$ cat src/rtl/vga_fb_reader.sv
// rtl/vga_fb_reader.sv - VGA scan-out engine reading a byte framebuffer
// Produces sync/de/greyscale pixels with one pixel of registered latency.
module vga_fb_reader #(
   parameter int CLK_DIV    = 2,
   parameter int FB_BASE    = 256,
   parameter int IMG_W      = 16,
   parameter int IMG_H      = 16,
   parameter int SCALE_LOG2 = 3,
   parameter int H_ACTIVE   = 640,
   parameter int H_FP       = 16,
   parameter int H_SYNC     = 96,
   parameter int H_BP       = 48,
   parameter int V_ACTIVE   = 480,
   parameter int V_FP       = 10,
   parameter int V_SYNC     = 2,
   parameter int V_BP       = 33
) (
   input  logic        clk,
   input  logic        rst_n,
   input  logic        en,
   input  logic [31:0] rdvga,
   output logic [31:0] avga,
   output logic        hsync,
   output logic        vsync,
   output logic        de,
   output logic [7:0]  r,
   output logic [7:0]  g,
   output logic [7:0]  b,
   output logic        frame_start,
   output logic [9:0]  hcount,
   output logic [9:0]  vcount
);

   localparam int H_TOTAL = H_ACTIVE + H_FP + H_SYNC + H_BP;
   localparam int V_TOTAL = V_ACTIVE + V_FP + V_SYNC + V_BP;
   localparam int DIV_W   = (CLK_DIV > 1) ? $clog2(CLK_DIV) : 1;
   localparam logic [DIV_W-1:0] DIV_LAST = DIV_W'(CLK_DIV - 1);
   localparam logic [9:0] HS_START = 10'(H_ACTIVE + H_FP);
   localparam logic [9:0] HS_END   = 10'(H_ACTIVE + H_FP + H_SYNC);
   localparam logic [9:0] VS_START = 10'(V_ACTIVE + V_FP);
   localparam logic [9:0] VS_END   = 10'(V_ACTIVE + V_FP + V_SYNC);

   logic [DIV_W-1:0] div;
   logic             pix_tick;
   logic             h_wrap;
   logic             v_wrap;
   logic             visible;
   logic             in_img;
   logic [31:0]      fx;
   logic [31:0]      fy;
   logic [7:0]       pix;
   logic             unused_rdvga;

   assign unused_rdvga = &{1'b0, rdvga[31:8]};

   assign pix_tick = en && (div == DIV_LAST);
   assign h_wrap   = (hcount == 10'(H_TOTAL - 1));
   assign v_wrap   = (vcount == 10'(V_TOTAL - 1));
   assign visible  = (hcount < 10'(H_ACTIVE)) && (vcount < 10'(V_ACTIVE));

   // Outside the image the address parks at the base so memory is never read out of range.
   assign fx     = 32'(hcount) >> SCALE_LOG2;
   assign fy     = 32'(vcount) >> SCALE_LOG2;
   assign in_img = (fx < 32'(IMG_W)) && (fy < 32'(IMG_H)) && visible;
   assign avga   = in_img ? (32'(FB_BASE) + fy * 32'(IMG_W) + fx) : 32'(FB_BASE);

   assign r = pix;
   assign g = pix;
   assign b = pix;

   always_ff @(posedge clk or negedge rst_n) begin
      if (!rst_n) begin
         div <= '0;
      end else if (en) begin
         div <= pix_tick ? '0 : div + 1'b1;
      end
   end

   always_ff @(posedge clk or negedge rst_n) begin
      if (!rst_n) begin
         hcount <= '0;
         vcount <= '0;
      end else if (pix_tick) begin
         hcount <= h_wrap ? 10'd0 : hcount + 10'd1;
         if (h_wrap) begin
            vcount <= v_wrap ? 10'd0 : vcount + 10'd1;
         end
      end
   end

   // frame_start is rewritten every clock so it stays a single-clock pulse even if en drops.
   always_ff @(posedge clk or negedge rst_n) begin
      if (!rst_n) begin
         hsync       <= 1'b1;
         vsync       <= 1'b1;
         de          <= 1'b0;
         pix         <= 8'd0;
         frame_start <= 1'b0;
      end else begin
         frame_start <= pix_tick && h_wrap && v_wrap;
         if (pix_tick) begin
            hsync <= !((hcount >= HS_START) && (hcount < HS_END));
            vsync <= !((vcount >= VS_START) && (vcount < VS_END));
            de    <= visible;
            pix   <= in_img ? rdvga[7:0] : 8'd0;
         end
      end
   end

endmodule

$ cat config.mk
export PLATFORM = sky130hd
export DESIGN_NAME = vga_fb_reader
export DESIGN_NICKNAME = d
export VERILOG_FILES = /design/src/rtl/vga_fb_reader.sv
export SDC_FILE = /design/constraint.sdc
export NUM_CORES = 1
export LEC_CHECK = 0
export ABC_AREA = 0
export CORE_UTILIZATION = 39
export CTS_CLUSTER_SIZE = 8
export DETAILED_ROUTE_END_ITERATION = 10
export PLACE_DENSITY = 0.8
export SYNTH_ARGS = -nofsm -noshare
export SYNTH_HDL_FRONTEND = slang
export SYNTH_SLANG_ARGS = --single-unit
export TNS_END_PERCENT = 30
$ cat constraint.sdc
create_clock -name clk -period 2 [get_ports clk]
set_input_delay 0.4 -clock clk [delete_from_list [all_inputs] [get_ports clk]]
set_output_delay 0.4 -clock clk [all_outputs]
set_load 0.05 [all_outputs]
==> run_results.csv <==
group,metric,value,unit
die,rows,26,
global_route,grt-ovfl-total,0,
setup_path,worstPathCellList,"ha_4 -> a21o_1 -> a21o_1 -> nand2_2 -> nor3b_4 -> buf_12",
synthesis,synth_top_area_share,36.60,%
die,ios,115,
detailed_routing,wirelength,4767,um
hold_path,hold_class,"register to register",
setup_path,r2r_slack,290,ps
cells_and_area,fin_area,3084,sq um
clock_tree,clk_pin_slew,70,ps
setup_path,slowest_delay,530,ps
clock_tree,cts_root_buf,"clkbuf_8",
sta,setup_violations,10,
setup_path,path_class,"register to primary output",
power_and_ir_drop,ir_drop,0.6714,mV
global_route,grt_pass1_wl,7755,um
run_status,status,"finished with violations",
synthesis,seq_area_frac_synth,39.08,%
die,die_w,75.72,um
clock_tree,clock_sinks,33,
setup_path,rr_worst_depth,5,
cells_and_area,seqCellArea,840.8,sq um
die,initial_core_util,40.98,%
hold_path,min_from,"hsync",
global_route,grt_start_max_net_pins,34,
placed_design,globalplace.congestion,0.8321,
setup_path,worst_setup_path_start_kind,"register",
global_route,gr-usage-all-layers,18.08,%
setup_path,crit_fanout,5,
synthesis,syn_area,2120,sq um
cells_and_area,layout-drive-gt1-share,32.45,%
die,dieArea,5734,sq um
detailed_routing,drc_errors,0,
cells_and_area,fillCellCount,438,
sta,hold_slack,488.4,ps
detailed_routing,via_count,1812,
placed_design,hpwl,3531,um
detailed_routing,wl_per_cell,12.81,um
setup_path,crit_slowest_cell,"dfrtp_4",
power_and_ir_drop,p_per_area,756.1,nW/um^2
placed_design,port_buffers,68,
clock_tree,holdBufCountCts,0,
setup_path,regToRegEndpoint,"vcount[7]",
power_and_ir_drop,p_leak,1.347,nW
synthesis,ys_types,42,
setup_path,critPathArrivalTime,1830,ps
sta,hold_viol,0,
clock_tree,insertion_delay,280,ps
cells_and_area,antennaDiodeCount,0,
clock_tree,cts_tree,"built",
cells_and_area,multi_input_area,1132,sq um
setup_path,cpMostUsedCell,"a21o_1",
sta,timing.fmax,449.2,MHz
sta,rsz0062_at_grt,"true",
sta,min_period,2226,ps
sta,tightest_slew,522.8,ps
synthesis,syn_inst,233,
die,design.core.area,5172,sq um
synthesis,synth-seq-cells,33,
job,maxCapViolations,0,
cells_and_area,final_common_cell,"buf_4",
clock_tree,numCtsBuffers,5,
cells_and_area,layout_common_cells,"38 x buf_4, 37 x clkdlybuf4s50_1, 31 x nand2_1",
placed_design,dp.cells,362,
placed_design,placed_area,2868,sq um
hold_path,hold_depth,2,
synthesis,synth_area_per_cell,9.097,sq um
detailed_routing,drtIter0Drc,89,
synthesis,yosysWarnings,0,
global_route,antenna_found_initial,0,
clock_tree,clk_path_buf_depth,2,
cells_and_area,fin_nets,344,
sta,fin_skew,8.538,ps
global_route,grt_pass1_vias,1680,
sta,slew_headroom,65.04,%
sta,setup_ws,-226.0,ps
setup_path,r2r-start,"hcount[7]",
run_status,violations,"setup timing",
sta,drv_slew,0,
setup_path,cp.required,1600,ps
synthesis,synth_top_area_cell,"dfrtp_1",
hold_path,min_to,"hsync",
cells_and_area,utilization,59.63,%
clock_tree,h-tree-depth,2,
detailed_routing,viasPerCell,4.871,
sta,fin_crit_sh,111.3,%
cells_and_area,syn_to_final_growth,45.51,%
die,die_h,75.72,um
detailed_routing,firstDrtPassIters,4,
synthesis,netlist_top_cells_area,"dfrtp_1 37%, buf_4 15%, nand2_1 5.8%, o21ai_0 5.0%, ha_1 4.1%",
cells_and_area,fin_cells,372,
setup_path,setup.worst_path.end_class,"primary output",
detailed_routing,ant_nets,0,
==> critical path, delay by kind of cell, from the launching register on <==
family,cells,cell delay [ps]
AOI/OAI and AO/OA,2,320
adders and majority gates,1,220
buffers and inverters,1,170
DFF,1,530
and+or+nand+nor,2,300
==> synthesized netlist by cell type <==
master,count
and2_1,8
nor3b_1,1
nand4_2,1
nand2_2,2
dfstp_2,2
o32ai_2,1
o22ai_1,1
clkbuf_1,4
a22o_2,1
and4bb_2,1
and2b_2,1
nor3_2,1
or2_2,2
o31ai_1,2
a21o_1,3
xnor2_1,5
or3_2,1
a21oi_1,5
nand2_1,33
nor2_1,8
mux2i_1,2
and3_4,1
or4_1,1
xor2_1,5
nand4_4,1
o21ai_0,21
inv_1,6
ha_1,7
dfrtp_1,31
nor4_1,2
conb_1,1
and4bb_1,1
or3_1,2
or3b_1,1
nor3_1,4
nand4_1,4
and3_1,2
fa_1,1
and4_1,3
nand3_1,11
buf_4,42
nand2b_1,1
==> kinds of logic (layout without fill, tap and decap cells) <==
group	Yosys count	after routing	share of synthesized area [%]
AO/OA/AOI/OAI	34	34	9.445
XOR/XNOR	10	10	4.132
adder cells (fa/ha/maj)	8	8	5.077
buffers and inverters	52	100	16.65
flip-flops	33	33	39.08
multiplexers	2	2	0.9445
other	1	22	0.1769
AND/OR/NAND/NOR	93	93	24.50
==> stage by stage <==
step / power [mW] / setup TNS, ps / setup WS (ps)
2_1_floorplan: 1.415 / -241.9 / -120.0
3_3_place_gp: 1.580 / 0 / 87.30
3_5_place_dp: 1.596 / 0 / 65.67
4_1_cts: 2.346 / -1594 / -225.4
5_1_grt: 2.437 / -1997 / -285.3
6_report: 2.332 / -1196 / -226.0
==> cell type report <==
cell class,count,share of cell area (%)
clock inverter,3,2.110
multi-input combinational,169,36.71
tap,70,2.840
sequential,33,27.26
clock buffer,5,2.231
timing repair buffer,86,28.11
inverter,6,0.7302
==> sequential cells by signal, summed over array words and instances (netlist names) <==
register and count:
b 8, de 1, div 1, frame_start 1, hcount 10, hsync 1
vcount 10, vsync 1
==> worst max path at each step <==
stage / from / endpoint / cells past startpoint
after global placement: vcount[4] / avga[7] / 6
after floorplan: vcount[4] / avga[7] / 5
after detailed placement: vcount[4] / avga[7] / 6
after CTS: vcount[4] / avga[7] / 6
after global routing: hcount[7] / avga[8] / 6
final: hcount[8] / avga[7] / 6
==> repair_timing <==
item                       in CTS  in global routing
gates resized for setup        11                  5
setup endpoints to repair      10                 10
setup buffers                   1                  1
pin swaps                       4                  2
==> power breakdown <==
group | total, mW | internal, mW | leakage [nW] | switching (mW)
Sequential | 0.858 | 0.762 | 0.423 | 0.0966
Combinational | 0.726 | 0.207 | 0.856 | 0.518
Clock | 0.748 | 0.495 | 0.0681 | 0.253
Total | 2.33 | 1.46 | 1.35 | 0.868
==> layer usage <==
layer / global-route usage [%] / up-vias / share of wire (%)
met2: 30.06 / 74 / 50
li1: - / 870 / -
met3: 4.233 / 6 / 5.8
met1: 22.99 / 862 / 43
met4: 6.584 / 0 / 1.2
met5: 0 / - / 0
Power figures use the tool's default switching activity.
